## config.mk

```make
export PLATFORM = sky130hd
export DESIGN_NAME = ipu_sequencer
export DESIGN_NICKNAME = d
export VERILOG_FILES = /design/src/rtl/ipu_sequencer.sv
export SDC_FILE = /design/constraint.sdc
export NUM_CORES = 1
export LEC_CHECK = 0
export CAP_MARGIN = 20
export CELL_PAD_IN_SITES_DETAIL_PLACEMENT = 1
export CELL_PAD_IN_SITES_GLOBAL_PLACEMENT = 2
export CORE_MARGIN = 4
export CORE_UTILIZATION = 23
export CTS_CLUSTER_SIZE = 12
export DETAILED_ROUTE_END_ITERATION = 7
export PLACE_DENSITY = 0.84
export SKIP_LAST_GASP = 1
export SLEW_MARGIN = 0
export SYNTH_ARGS = -nofsm -noshare
export SYNTH_HDL_FRONTEND = slang
export SYNTH_SLANG_ARGS = --single-unit
```

## constraint.sdc

```tcl
create_clock -name clk -period 6 [get_ports clk]
set_input_delay 1.2 -clock clk [delete_from_list [all_inputs] [get_ports clk]]
set_output_delay 1.2 -clock clk [all_outputs]
set_load 0.005 [all_outputs]
```

## src/rtl/ipu_sequencer.sv

```systemverilog
// ipu_sequencer: polls an IPU control register, drains received bytes and
// pushes queued bytes through the IPU data registers with a bounded send wait.
module ipu_sequencer #(
  parameter int unsigned TX_TIMEOUT = 20000
) (
  input  logic        clk,
  input  logic        rst,
  input  logic        tx_valid,
  input  logic [7:0]  tx_data,
  output logic        tx_ready,
  output logic        tx_done,
  output logic [7:0]  rx_data,
  output logic        rx_valid,
  output logic        busy,
  output logic        err_timeout,
  output logic        wr_o,
  output logic        reg_sel_o,
  output logic        addr_o,
  output logic [31:0] entrada_o,
  input  logic [31:0] salida_i
);

  typedef enum logic [2:0] {
    IDLE, CHK, RX_RD, RX_CAP, RX_CLR, TX_DATA, TX_CMD, TX_WAIT
  } state_t;

  state_t      state_q, state_d;
  logic [7:0]  tx_byte_q, tx_byte_d;
  logic [7:0]  rx_data_q, rx_data_d;
  logic        tx_done_q, tx_done_d;
  logic        rx_valid_q, rx_valid_d;
  logic        busy_q, busy_d;
  logic        err_q, err_d;
  logic        wr_q, wr_d;
  logic        reg_sel_q, reg_sel_d;
  logic        addr_q, addr_d;
  logic [31:0] entrada_q, entrada_d;
  logic        tx_turn_q, tx_turn_d;
  logic [15:0] cnt_q, cnt_d;
  logic        accept;
  logic        unused_salida;

  assign unused_salida = ^salida_i[31:8];

  always_comb begin
    state_d    = state_q;
    tx_byte_d  = tx_byte_q;
    rx_data_d  = rx_data_q;
    tx_done_d  = 1'b0;
    rx_valid_d = 1'b0;
    err_d      = err_q;
    tx_turn_d  = tx_turn_q;
    cnt_d      = cnt_q;
    accept     = 1'b0;

    case (state_q)
      IDLE: state_d = CHK;
      CHK: begin
        // A pending tx_turn lets a waiting send overtake a re-raised new_rx.
        if (tx_valid && (tx_turn_q || !salida_i[1])) begin
          accept    = 1'b1;
          tx_byte_d = tx_data;
          err_d     = 1'b0;
          tx_turn_d = 1'b0;
          state_d   = TX_DATA;
        end else if (salida_i[1]) begin
          state_d = RX_RD;
        end else begin
          state_d = IDLE;
        end
      end
      RX_RD:  state_d = RX_CAP;
      RX_CAP: begin
        rx_data_d  = salida_i[7:0];
        rx_valid_d = 1'b1;
        state_d    = RX_CLR;
      end
      RX_CLR: begin
        if (tx_valid) tx_turn_d = 1'b1;
        state_d = IDLE;
      end
      TX_DATA: state_d = TX_CMD;
      TX_CMD: begin
        cnt_d   = '0;
        state_d = TX_WAIT;
      end
      TX_WAIT: begin
        cnt_d = cnt_q + 16'd1;
        // cnt_q == 0 marks the first wait cycle, whose read predates the send command.
        if ((cnt_q != '0) && !salida_i[0]) begin
          tx_done_d = 1'b1;
          state_d   = IDLE;
        end else if ({16'h0, cnt_d} >= TX_TIMEOUT) begin
          err_d   = 1'b1;
          state_d = IDLE;
        end
      end
      default: state_d = IDLE;
    endcase

    wr_d      = (state_d == TX_DATA) || (state_d == TX_CMD) || (state_d == RX_CLR);
    reg_sel_d = (state_d == TX_DATA) || (state_d == RX_RD);
    addr_d    = (state_d == RX_RD);
    busy_d    = !((state_d == IDLE) || (state_d == CHK));
    entrada_d = '0;
    if (state_d == TX_DATA)     entrada_d = {24'h0, tx_byte_d};
    else if (state_d == TX_CMD) entrada_d = 32'h1;
  end

  always_ff @(posedge clk or negedge rst) begin
    if (!rst) begin
      state_q    <= IDLE;
      rx_data_q  <= '0;
      tx_done_q  <= 1'b0;
      rx_valid_q <= 1'b0;
      busy_q     <= 1'b0;
      err_q      <= 1'b0;
      wr_q       <= 1'b0;
      reg_sel_q  <= 1'b0;
      addr_q     <= 1'b0;
      entrada_q  <= '0;
      tx_turn_q  <= 1'b0;
      cnt_q      <= '0;
    end else begin
      state_q    <= state_d;
      rx_data_q  <= rx_data_d;
      tx_done_q  <= tx_done_d;
      rx_valid_q <= rx_valid_d;
      busy_q     <= busy_d;
      err_q      <= err_d;
      wr_q       <= wr_d;
      reg_sel_q  <= reg_sel_d;
      addr_q     <= addr_d;
      entrada_q  <= entrada_d;
      tx_turn_q  <= tx_turn_d;
      cnt_q      <= cnt_d;
    end
  end

  always_ff @(posedge clk) begin
    tx_byte_q <= tx_byte_d;
  end

  assign tx_ready    = accept;
  assign tx_done     = tx_done_q;
  assign rx_data     = rx_data_q;
  assign rx_valid    = rx_valid_q;
  assign busy        = busy_q;
  assign err_timeout = err_q;
  assign wr_o        = wr_q;
  assign reg_sel_o   = reg_sel_q;
  assign addr_o      = addr_q;
  assign entrada_o   = entrada_q;

endmodule

```

==> summary.txt, run 1 <==
Placed design
  – Dpl cells: ~430
  – PortBufs: 42
  – Post-DP HPWL: roughly 4.6 mm
  – Area post-placement: 2864 um^2
  – Routability cong.: around 0.8

Timing
  – Minimum clock period: 3.794 ns
  – Setup Skew: 0.008667 ns
  – F_max: around 260 MHz
  – Worst slew pin tran: 0.8557 ns
  – Final setup fails: 0
  – Crit share post-route: between 60% and 70%
  – Setup TNS: 0 ns
  – RSZ-0062 raised after global routing: no
  – Slew HR: 42.95%
  – Slew Viols, Final: 0
  – Final hold vios: 0

Drt
  – Antenna Violating Nets Remaining: 0
  – Router iterations before antenna repair: 4
  – Initial detailed-routing violation count: 71
  – Vias: 1,939
  – Vias per cell: approximately 4.5
  – Final wirelength: 6.305 mm
  – WL per Instance: ~14 um
  – Drt drc: 0

Power and ir drop
  – Internal power: approximately 0.63 mW
  – Pwr/cell area: 338.8 nW/um^2
  – Psw: 0.3784 mW
  – Combinational Power Share: 35.7%
  – LEAKAGE: between 1 and 1.5 nW
  – Reg power frac: 45.8%
  – Sw frac: roughly 38%
  – Final total power: approximately 1 mW
  – Max IR drop VDD: 0.0001180 V
  – Clk network pwr share: 18.5%

Floorplan
  – Starting Density: 23.81%
  – Full die area: 12,510 um^2
  – Num rows: 37
  – Die width: roughly 110 um
  – # IOs: between 90 and 100
  – DIE HEIGHT: around 110 um
  – Core area: 10,420 um^2

Setup path
  – Critical Path Fanout Max: 3
  – Reg2Reg Setup Slack: around 3.7 ns
  – Required @ worst endpoint: 4.80 ns
  – Crit Path Class: in2out
  – Crit end category: output pin
  – Startpoint Class: input pin
  – Crit path DAT: between 2 and 3 ns

Synth
  – Mapped Avg Cell Area: a little over 9 um^2
  – Cells after Synth: ~270
  – Netlist cell types: 50
  – Post-synthesis sequential area ratio: between 40% and 50%
  – Largest cells by area after synthesis: dfrtp_1, buf_4, nand2_1
  – Most used DFF post-synth: dfrtp_1
  – Flops & latches, synth: 43
  – Syn. warnings: 0
  – Number of synthesized flops with an enable pin: 0
  – Synth area leader: dfrtp_1
  – Synthesized cell area: roughly 2500 um^2
  – Ys async rst share: 100.0%
  – Synth top area share: 43.39%

Global route
  – GRT overflow: 0
  – First-pass GRT wire length: 10.67 mm
  – Pin count of the biggest net entering global routing: 44
  – GRT Util Overall: a little over a tenth
  – Vias in the first global route: about 2,100
  – Antenna violations before repair: 0

Clocking
  – CTS clk-pin slew, worst paths: 0.08 ns
  – Hold-fix buffers at CTS: 0
  – Root buffer cell: clkbuf_8
  – TritonCTS buffer count: 5
  – Longest Clk Path Bufs: 2
  – CTS tree: yes
  – H-tree Lvls: 2
  – Setup bufs post-CTS: 0
  – Clock latency on the worst-skew pair: 0.30 ns
  – Clock sink count: 43
  – # resized after CTS: 0

Hold path
  – Worst min-delay path class: reg2reg

Final layout
  – Non-filler cells, final: 435
  – Diodes inserted: 0
  – Post-Layout Inst Area: roughly 3000 um^2
  – Nets: ~340
  – Syn-to-layout area delta: 19.73%
  – Share of layout cells above drive strength 1: 7.023%

Flow run
  – Max cap viols: 0

Run status
  – Status: complete, no violations
## per-layer routing
metal  up-vias  part of all wire (%)  track usage, %
li1        935                     -               -
met1       951                    43           12.34
met2        45                    51           18.35
met3         8                   4.9           2.283
met4         0                   1.6           3.893
met5         -                     0               0
## registers in the layout, indices dropped and copies added (netlist names)
signal	flops
err_timeout	1
rx_valid	1
addr_o	1
tx_done	1
tx_turn_q	1
cnt_q	16
state_q	3
wr_o	1
reg_sel_o	1
rx_data	8
entrada_o	8
busy	1
## power by group through the flow
stage / combinational [mW] / sequential (mW) / clock [mW]
CTS: 0.367 / 0.462 / 0.195
global placement: 0.349 / 0.462 / 0
floorplan: 0.259 / 0.407 / 0
detailed placement: 0.364 / 0.468 / 0
finish: 0.359 / 0.461 / 0.186
global route: 0.409 / 0.477 / 0.207
## layout by cell type, fill, tap and decap left out, types with 3 or more instances in the layout
cell / n
nand4_1: 3
nand3_1: 6
and4_1: 3
dfrtp_1: 43
a22o_1: 11
a21oi_1: 3
and2_1: 8
conb_1: 24
nor4_1: 4
a31oi_1: 4
nand2_1: 48
inv_1: 4
clkdlybuf4s50_1: 41
nand2b_1: 4
nor2_1: 14
nor3_1: 9
clkbuf_8: 5
o21ai_0: 12
a21o_1: 8
## stage by stage
stage	utilization [%]	setup WS, ns	hold slack (ns)
6_report	28.50	2.206	0.4836
5_1_grt	28.50	2.138	0.5245
4_1_cts	28.31	2.201	0.4933
3_5_place_dp	27.50	2.202	0.4725
3_3_place_gp	27.50	2.214	0.4627
2_1_floorplan	-	3.053	0.4697
## layout make-up
cell class / count / area (um^2)
well taps: 136 / 170.2
flip-flops and latches: 43 / 1076
repair buffers: 44 / 442.9
clock buffers: 6 / 72.57
fillers: 1221 / 7447
multi-input cells: 199 / 1176
clock inverters: 2 / 12.51
inverters: 5 / 18.77
## worst paths after layout
check | cells after the start | from | endpoint
max | 4 | tx_valid | tx_ready
max in group asynchronous | 2 | rst | rx_data[5]
min in group asynchronous | 1 | rst | cnt_q[13]
max reg2reg | 7 | cnt_q[0] | busy
min reg2reg | 2 | rx_data[3] | rx_data[3]
min | 2 | rx_data[3] | rx_data[3]
## cells in the mapped netlist (4+ instances only)
cell,n
a21o_1,8
a22o_1,11
a31oi_1,4
and2_1,8
buf_4,26
clkbuf_1,10
dfrtp_1,43
inv_1,4
nand2_1,48
nand2b_1,4
nand3_1,6
nor2_1,14
nor3_1,9
nor4_1,4
o21ai_0,12
## worst max-delay path, stage by stage
cell,delay [ns]
clkdlybuf4s50_1,0.51
nand2b_1,0.09
nor3_1,0.23
clkdlybuf4s50_1,0.57
## logic make-up (layout without fill, tap and decap cells)
family	after synthesis	after routing	share of synthesized area, %
and+or+nand+nor	118	118	25.58
AOI/OAI and AO/OA	48	48	14.53
buffers and inverters	48	57	12.66
DFF	43	43	43.39
xor gates and xnor gates	4	4	1.413
muxes	3	3	1.261
adders and majority gates	2	2	1.009
other	1	24	0.1512
Note: power is estimated with default switching activity, not from simulation.
==> run 2: changes to the inputs <==
Settings changed: PLACE_DENSITY 0.84 to 0.86.
Clock period 6 ns to 3.1 ns, I/O delays scaled along.
==> summary.txt, run 2 (synthesized netlist as in run 1, its figures left out) <==
Timing
  – Crit share post-route: 85.79%
  – Hold slack: 0.2960 ns (was 0.4836 ns)
  – Setup TNS: 0 ns (unchanged)
  – Setup Skew: 0.007089 ns (was 0.008667 ns)
  – Slew Viols, Final: 0 (unchanged)
  – Minimum clock period: 2.659 ns
  – Worst slew pin tran: 0.6207 ns (was 0.8557 ns)
  – F_max: approximately 380 MHz
  – Slew HR: 58.52% (was 42.95%)
  – RSZ-0062 raised after global routing: no (unchanged)
  – Final setup fails: 0 (unchanged)
  – Final hold vios: 0 (unchanged)

Clocking
  – Root buffer cell: clkbuf_8 (unchanged)
  – Setup bufs post-CTS: 0 (unchanged)
  – CTS clk-pin slew, worst paths: 0.10 ns (was 0.08 ns)
  – H-tree Lvls: 2 (unchanged)
  – # resized after CTS: 0 (unchanged)
  – Longest Clk Path Bufs: 2 (unchanged)
  – Clock latency on the worst-skew pair: 0.30 ns (about the same)
  – Clock sink count: 43 (unchanged)
  – CTS tree: yes (unchanged)
  – TritonCTS buffer count: 5 (unchanged)
  – Hold-fix buffers at CTS: 0 (unchanged)

Final layout
  – Syn-to-layout area delta: 20.94% (was 19.73%)
  – Largest register FFs: 16 (unchanged)
  – Nets: 345 (was 343)
  – Diodes inserted: 0 (unchanged)
  – Share of layout cells above drive strength 1: 7.973% (was 7.023%)
  – Most common cell after layout, fill and taps aside: nand2_1 (unchanged)
  – Largest reg by FF count: cnt_q (unchanged)
  – FILL cells: 1,219 (was 1,221)
  – Most frequent cells in the layout: nand2_1, dfrtp_1, clkdlybuf4s50_1, conb_1, nor2_1 (unchanged)

Flow run
  – Max cap viols: 0 (unchanged)

Floorplan
  – # IOs: 91 (unchanged)
  – Num rows: 37 (unchanged)
  – Die width: 111.8 um (unchanged)
  – Core area: 10,420 um^2 (unchanged)
  – DIE HEIGHT: 111.8 um (unchanged)
  – Full die area: 12,510 um^2 (unchanged)
  – Starting Density: 23.81% (unchanged)

Drt
  – Drt drc: 0 (unchanged)
  – Vias per cell: 4.558 (was 4.457)
  – Antenna Violating Nets Remaining: 0 (unchanged)
  – Router iterations before antenna repair: 4 (unchanged)
  – Vias: 1,992 (was 1,939)
  – Initial detailed-routing violation count: 82 (was 71)
  – Final wirelength: 6.160 mm (was 6.305 mm)
  – WL per Instance: 14.10 um (was 14.49 um)

Setup path
  – Crit path DAT: 2.04 ns (was 2.59 ns)
  – Crit end category: output pin (unchanged)
  – Startpoint Class: input pin (unchanged)
  – Critical Path Fanout Max: 3 (unchanged)
  – Crit Path Class: in2out (unchanged)
  – Reg2Reg Setup Slack: 0.80 ns (was 3.74 ns)
  – Required @ worst endpoint: 2.48 ns (was 4.80 ns)

Power and ir drop
  – Max IR drop VDD: 0.0002335 V (was 0.0001180 V)
  – Pwr/cell area: 660.8 nW/um^2 (was 338.8 nW/um^2)
  – LEAKAGE: 1.367 nW (was 1.355 nW)

Global route
  – Pin count of the biggest net entering global routing: 44 (unchanged)
  – First-pass GRT wire length: 10.44 mm (was 10.67 mm)
  – Antenna violations before repair: 0 (unchanged)
  – Met2 global-route usage: 17.43% (was 18.35%)
  – Met3 GRT Util: 1.848% (was 2.283%)
  – GRT Util Overall: 10.08% (was 10.41%)
  – Top Usage Layer GRT: met2 (unchanged)
  – Vias in the first global route: 2,068 (was 2,140)
  – Met1 GRT Util: 12.60% (was 12.34%)
  – GRT overflow: 0 (unchanged)

Hold path
  – Worst min-delay path class: in2async (was reg2reg)

Run status
  – Status: complete, no violations (unchanged)

Placed design
  – PortBufs: 42 (unchanged)
  – Post-DP HPWL: 4.445 mm (was 4.559 mm)
  – Routability cong.: 0.7932 (was 0.8038)
==> run 2: stage by stage <==
stage          total power, mW  cell area, um^2  cells  worst slack, ns  util [%]
3_3_place_gp             1.588             2879    428           0.4748     27.64
3_5_place_dp             1.620             2879    428           0.4200     27.64
6_report                 1.982             2999    437           0.4406     28.79
5_1_grt                  2.143             2999    437           0.3903     28.79
4_1_cts                  2.009             2972    436           0.4188     28.53
2_1_floorplan            1.290             2566    290            1.102         -
==> run 2: layout make-up <==
type	count	area [um^2]	share of cell area, %
sequential	43	1076	35.88
clock inverter	3	23.77	0.7927
multi-input combinational	199	1176	39.22
clock buffer	5	68.82	2.295
inverter	5	18.77	0.6258
tap	136	170.2	5.674
timing repair buffer	46	465.4	15.52
==> run 2: worst max-delay path, cell delays in order <==
cell             delay, ns
clkdlybuf4s50_1       0.51
nand2b_1              0.09
nor3_1                0.25
clkdlybuf4s50_1       0.57
==> run 2: final timing paths <==
path,startpoint,end,cells after the start
worst max-delay path,tx_valid,tx_ready,4
worst min-delay path,rst,cnt_q[10],1
worst max register to register,cnt_q[5],err_timeout,6
worst min register to register,rx_data[0],rx_data[0],2
max in group asynchronous,rst,addr_o,2
min in group clk,rx_data[0],rx_data[0],2
==> run 2: power by group <==
part	internal, mW	switching, mW
clock network	0.161	0.219
registers	0.703	0.140
logic	0.370	0.389
==> run 2: metal layers <==
layer	up-vias	wire, um
met2	59	3046
li1	937	-
met1	991	2683
met3	5	342
met5	-	0
met4	0	87
